--- config.mk ---
export PLATFORM = sky130hd
export DESIGN_NAME = pipe_buf
export DESIGN_NICKNAME = d
export VERILOG_FILES = /design/src/rtl/pipe_buf.sv
export SDC_FILE = /design/constraint.sdc
export NUM_CORES = 1
export LEC_CHECK = 0
export CAP_MARGIN = 20
export CORE_MARGIN = 10
export CORE_UTILIZATION = 65
export CTS_BUF_LIST = sky130_fd_sc_hd__clkbuf_8
export DETAILED_ROUTE_END_ITERATION = 10
export DONT_BUFFER_PORTS = 1
export GPL_TIMING_DRIVEN = 0
export PLACE_DENSITY = 0.92
export SYNTH_ARGS = -nofsm -noshare
export SYNTH_HDL_FRONTEND = slang
export SYNTH_SLANG_ARGS = --single-unit
--- constraint.sdc ---
create_clock -name clk -period 10.4 [get_ports clk]
set_input_delay 1.56 -clock clk [delete_from_list [all_inputs] [get_ports clk]]
set_output_delay 1.56 -clock clk [all_outputs]
set_load 0.02 [all_outputs]
--- src/rtl/pipe_buf.sv ---
// Elastic pipeline stage buffer: a DEPTH-entry FIFO with a valid/ready handshake,
// synchronous flush for squash, and a BUBBLE payload presented while empty.
module pipe_buf #(
    parameter int unsigned          DATA_W = 64,
    parameter int unsigned          DEPTH  = 2,
    parameter logic [DATA_W-1:0]    BUBBLE = '0
) (
    input  logic                         clk,
    input  logic                         rst,
    input  logic                         flush_i,
    input  logic                         in_valid_i,
    output logic                         in_ready_o,
    input  logic [DATA_W-1:0]            in_data_i,
    output logic                         out_valid_o,
    input  logic                         out_ready_i,
    output logic [DATA_W-1:0]            out_data_o,
    output logic [$clog2(DEPTH+1)-1:0]   count_o
);

    localparam int unsigned CntW = $clog2(DEPTH + 1);
    localparam int unsigned PtrW = (DEPTH > 1) ? $clog2(DEPTH) : 1;
    localparam logic [PtrW-1:0] LastPtr = PtrW'(DEPTH - 1);
    localparam logic [CntW-1:0] FullCnt = CntW'(DEPTH);

    logic [DATA_W-1:0] mem_q [DEPTH];
    logic [PtrW-1:0]   wr_ptr_q, wr_ptr_d;
    logic [PtrW-1:0]   rd_ptr_q, rd_ptr_d;
    logic [CntW-1:0]   count_q, count_d;
    logic              push, pop;

    // Explicit wrap so non-power-of-two depths step 0..DEPTH-1.
    function automatic logic [PtrW-1:0] ptr_next(input logic [PtrW-1:0] ptr);
        return (ptr == LastPtr) ? '0 : ptr + PtrW'(1);
    endfunction

    // Handshake outputs depend only on registered state.
    always_comb begin
        in_ready_o  = (count_q != FullCnt);
        out_valid_o = (count_q != '0);
        out_data_o  = out_valid_o ? mem_q[rd_ptr_q] : BUBBLE;
        count_o     = count_q;
        push        = in_valid_i & in_ready_o;
        pop         = out_valid_o & out_ready_i;
    end

    always_comb begin
        wr_ptr_d = wr_ptr_q;
        rd_ptr_d = rd_ptr_q;
        count_d  = count_q;
        if (flush_i) begin
            wr_ptr_d = '0;
            rd_ptr_d = '0;
            count_d  = '0;
        end else begin
            if (push) begin
                wr_ptr_d = ptr_next(wr_ptr_q);
            end
            if (pop) begin
                rd_ptr_d = ptr_next(rd_ptr_q);
            end
            if (push && !pop) begin
                count_d = count_q + CntW'(1);
            end else if (!push && pop) begin
                count_d = count_q - CntW'(1);
            end
        end
    end

    always_ff @(posedge clk) begin
        if (rst) begin
            wr_ptr_q <= '0;
            rd_ptr_q <= '0;
            count_q  <= '0;
        end else begin
            wr_ptr_q <= wr_ptr_d;
            rd_ptr_q <= rd_ptr_d;
            count_q  <= count_d;
        end
    end

    // Storage needs no reset: entries are only visible once count covers them.
    always_ff @(posedge clk) begin
        if (push && !flush_i && !rst) begin
            mem_q[wr_ptr_q] <= in_data_i;
        end
    end

endmodule

# == Word-level counts from Yosys, hierarchy flattened ==
# Memory sizes are Yosys's and may differ from the RTL's. A register that Yosys moved wholly into a read port is not among the register bits.
# Index checks and enable logic that the tools add are counted.
# classes
addsub,4
n_eq_ne,1
muxes,9
n_bitwise,2
n_reduce_logical,11
# ops
op,n
two-way mux 64 bit,1
two-way mux 1 bit,6
logical AND 1 bit,4
zero test 1 bit,4
two-way mux 2 bit,2
nonzero test 2 bit,2
adder 1 bit (second input constant),2
adder 2 x 1 -> 2 bit (second input constant),1
bitwise AND 1 bit,2
inequality test 2 bit (second input constant),1
OR reduction 2 bit,1
subtractor 2 x 1 -> 2 bit (second input constant),1
# word_totals
regBits,4
ram_bits,128
input_bits,69
output_inout_bits,68
elab_cells,31
memories,1
# memory_table
name,depth,word_bits,rd,rd_ports_with_merged_regs,wr,line,source
mem_q,2,64,1,1,1,25,logic [DATA_W-1:0] mem_q [DEPTH];

# == Longest topological paths before layout ==
# depth
ltp_word,6
mapped_depth,6
depth_no_buf,6

# == Worst setup path after synthesis ==
# OpenSTA, ideal clock, no wires.
# synth_timing
path_kind,input to register
start,in flush_i
end,mem mem_q[0][0] (enable)
setup_ps,644
arrival_time_ps,8063
t_required_ps,9756
slack_ps,1693
path_stages,3
n_path_buf,1
path_cell_list,or2_2 > clkbuf_1 > nor4_1
# synth_between
elab_chain_len,5
# synth_rtl
element,line,source
start: declaration,10,"input logic flush_i,"
zero test 1 bit,83,if (push && !flush_i && !rst) begin
logical AND 1 bit (2 in series),83,
two-way mux 1 bit,83,
two-way mux 1 bit (not written as such),84,mem_q[wr_ptr_q] <= in_data_i;
end: declaration,25,
# No other way between the ends.

# == Worst setup path after layout ==
# layout_timing
start,reg count_q[0] (netlist: count_o[0])
end,out out_data_o[17]
# layout_between
elab_chain_len,2
# layout_rtl
element,line,source
start: declaration,28,"logic [CntW-1:0] count_q, count_d;"
start signal: assignment,77,count_q <= count_d;
nonzero test 2 bit,39,out_valid_o = (count_q != '0);
two-way mux 64 bit,40,out_data_o = out_valid_o ? mem_q[rd_ptr_q] : BUBBLE;
end: declaration,16,"output logic [DATA_W-1:0] out_data_o,"
# No other way between the ends.

==> results by group <==
Yosys
  – Primary FF master, synth: edfxtp_1
  – Synthesis Warnings: 0
  – Number of synthesized flops with an enable pin: 128
  – Cells after Synth: 300
  – Post-synth cell types: 17
  – Sequential area share after synthesis: 78.1%
  – Mapped cell area: 5050 um2
  – FF+latch count, synth: 133
  – Post-synthesis async set-or-reset flop share: 0%
  – Syn avg cell area: 16.8 um2
  – Mapped Nets: 370

Worst setup path
  – CP Capture Type: output port
  – CP max-delay cell: dfxtp_1
  – CP peak stage delay: 0.57 ns
  – Cell family with most CP delay: flip-flops
  – CP Cell Sequence: nor2_1 -> buf_2 -> buf_2 -> nor2_1
  – CP Class: register to output port
  – CP Launch Type: register
  – Crit-path max FO: 10
  – Critical path buffer and inverter count: 2
  – R2r startpoint: count_o[0]
  – Arr. time, crit path: 1.89 ns
  – Required time worst endpoint: 8.84 ns
  – Critical path launch point: count_o[0]

Cells and area
  – Share of layout cells above drive strength 1: 18.1%
  – Ant. Diodes: 0
  – Commonest non-fill, non-tap cell in the layout: edfxtp_1
  – Area grow syn2layout: 12.5%
  – FILL cells: 466
  – Nets: 405
  – Most frequent cells in the layout: edfxtp_1 (128), nor2_1 (69), mux2i_1 (64)

Power and ir drop
  – Flop pwr share: 56.3%
  – Comb pwr share: 8.1%
  – Clock power frac: 35.6%
  – Total Power: 0.00107 W
  – Net switching power figure: 0.000264 W
  – Int Pwr: 0.000810 W
  – Switching Share: 24.6%
  – Max IR drop VDD: 0.000145 V
  – Leak: 1.81 nW
  – Pwr dens: 189 nW/um2

Clocking
  – CTS clock-pin slew for the worst setup and hold paths: 0.07 ns
  – CTS buffer count: 17
  – Htree depth: 4
  – Clk_lat worst skew: 0.41 ns
  – CTS Buffer Depth: 2
  – Hold_buf cts: 0
  – Post-CTS Setup Bufs: 0
  – Resized cells post-CTS: 0
  – CTS tree: built
  – CTS root buf: clkbuf_8
  – Clk sink count: 133

Detailed routing
  – Drc violations: 0
  – Vias post-DR: 2460
  – Vias per cell: 5.47
  – ANT nets after route: 0
  – WL final: 9.28 mm
  – Drt pass-1 iters: 4
  – Wire length per cell: 20.6 um
  – First-iteration detailed-routing DRC count: 111

STA
  – Final setup margin: 6.95 ns
  – Max Clk Rate: 0.290 GHz
  – Final Hold Viols: 0
  – Fin crit share: 33.2%
  – Measured slew at the worst slew-check pin: 0.818 ns
  – Min cycle time layout: 3.45 ns
  – RSZ-0062 raised after global routing: no
  – Setup TNS: 0 ns
  – Final Max Tran Viols: 0
  – Setup Viol. Count Final: 0
  – Worst Skew: 0.00624 ns
  – Slew HR: 45.0%

GRT
  – Largest net degree at the start of global routing: 17
  – GR Overflow Total: 0
  – Initial antenna violation count: 0
  – Vias in the first global route: 2574
  – Total GRT Usage: 15.8%
  – First-pass GRT wire length: 13.7 mm

Run status
  – Status: complete, no violations

Flow run
  – # Max-Cap Violations: 0

Placement
  – Dpl ws: 6.81 ns
  – Routability congestion estimate: 0.715
  – Port-buffer cells: 0
  – DP Wirelength: 6.85 mm

Hold path
  – Hold Crit Start: rd_ptr_q
  – HP Class: register to register

Floorplanning
  – Die height: 108 um
  – Core area: 7650 um2
  – # IOs: 137
  – # rows: 32
  – Initial Utilization: 66.1%
  – Die area: 11700 um2
  – Die W: 108 um
-- layout make-up --
type                       instances  area, um2  area share (%)
sequential                       133       3940            69.4
multi-input combinational        148       1020            17.9
clock buffer                      17        234            4.12
clock inverter                    15        130            2.29
timing repair buffer              16        128            2.25
tap                              102        128            2.25
buffer                            15       90.1            1.58
inverter                           4       15.0           0.264
-- Yosys cell counts, types with 2 or more instances --
cell type	n	area (um2)
edfxtp_1	128	3840
nor2_1	69	259
mux2i_1	64	641
buf_2	6	30.0
buf_4	6	45.0
dfxtp_1	5	100
inv_1	4	15.0
o21ai_0	3	15.0
xor2_1	3	26.3
a21oi_1	2	10.0
clkbuf_1	2	7.51
nor4_1	2	12.5
or3_1	2	12.5
-- kinds of logic (layout without fill, tap and decap cells) --
logic type	Yosys count	in the layout	synth area share (%)
muxes	64	64	12.7
buffers and inverters	19	67	2.08
xor gates and xnor gates	3	3	0.520
adders and majority gates	1	1	0.248
AOI/OAI and AO/OA	5	5	0.495
DFF	133	133	78.1
and+or+nand+nor	75	75	5.92
-- worst register-to-register path: cells and delay by family, from the launching register on --
kind,cells,cell delay (ns)
buf+inv,3,0.61
simple gates,2,0.86
flops,1,0.57
-- per-layer routing --
| layer | up-vias | routed length (um) | GRT usage [%] |
|---|---|---|---|
| met5 | - | 0 | 0 |
| met4 | 0 | 153 | 6.49 |
| met3 | 13 | 1310 | 10.1 |
| met2 | 105 | 4710 | 26.9 |
| met1 | 1167 | 3100 | 14.8 |
| li1 | 1175 | - | - |
-- state kept, by name, summed over array words and instances, names as in the netlist, named ones only --
signal,count
mem_q,128
count_o,2
rd_ptr_q,1
wr_ptr_q,1
-- path summary, 6_finish.rpt --
check	endpoint	slack, ns	cells after the start
max	out_data_o[17]	6.95	4
min	register	0.53	2
max reg2reg	mem_q[0][21]	8.07	5
min reg2reg	register	0.53	2
-- power by group through the flow --
stage / registers (W) / clock network (W) / logic [W]
3_3_place_gp: 0.000619 / 0 / 0.0000833
3_5_place_dp: 0.000616 / 0 / 0.0000880
4_1_cts: 0.000604 / 0.000394 / 0.0000884
5_1_grt: 0.000605 / 0.000414 / 0.0000940
2_1_floorplan: 0.000617 / 0 / 0.0000700
6_report: 0.000604 / 0.000383 / 0.0000868
-- metrics by stage --
step	hold WS, ns	util [%]	area (um2)	instances
global route	0.542	74.3	5680	450
finish	0.534	74.3	5680	450
CTS	0.526	74.3	5680	450
global placement	0.485	67.7	5180	402
detailed placement	0.508	69.6	5320	418
floorplan	0.471	-	5050	300
Note: power is estimated with default switching activity, not from simulation.
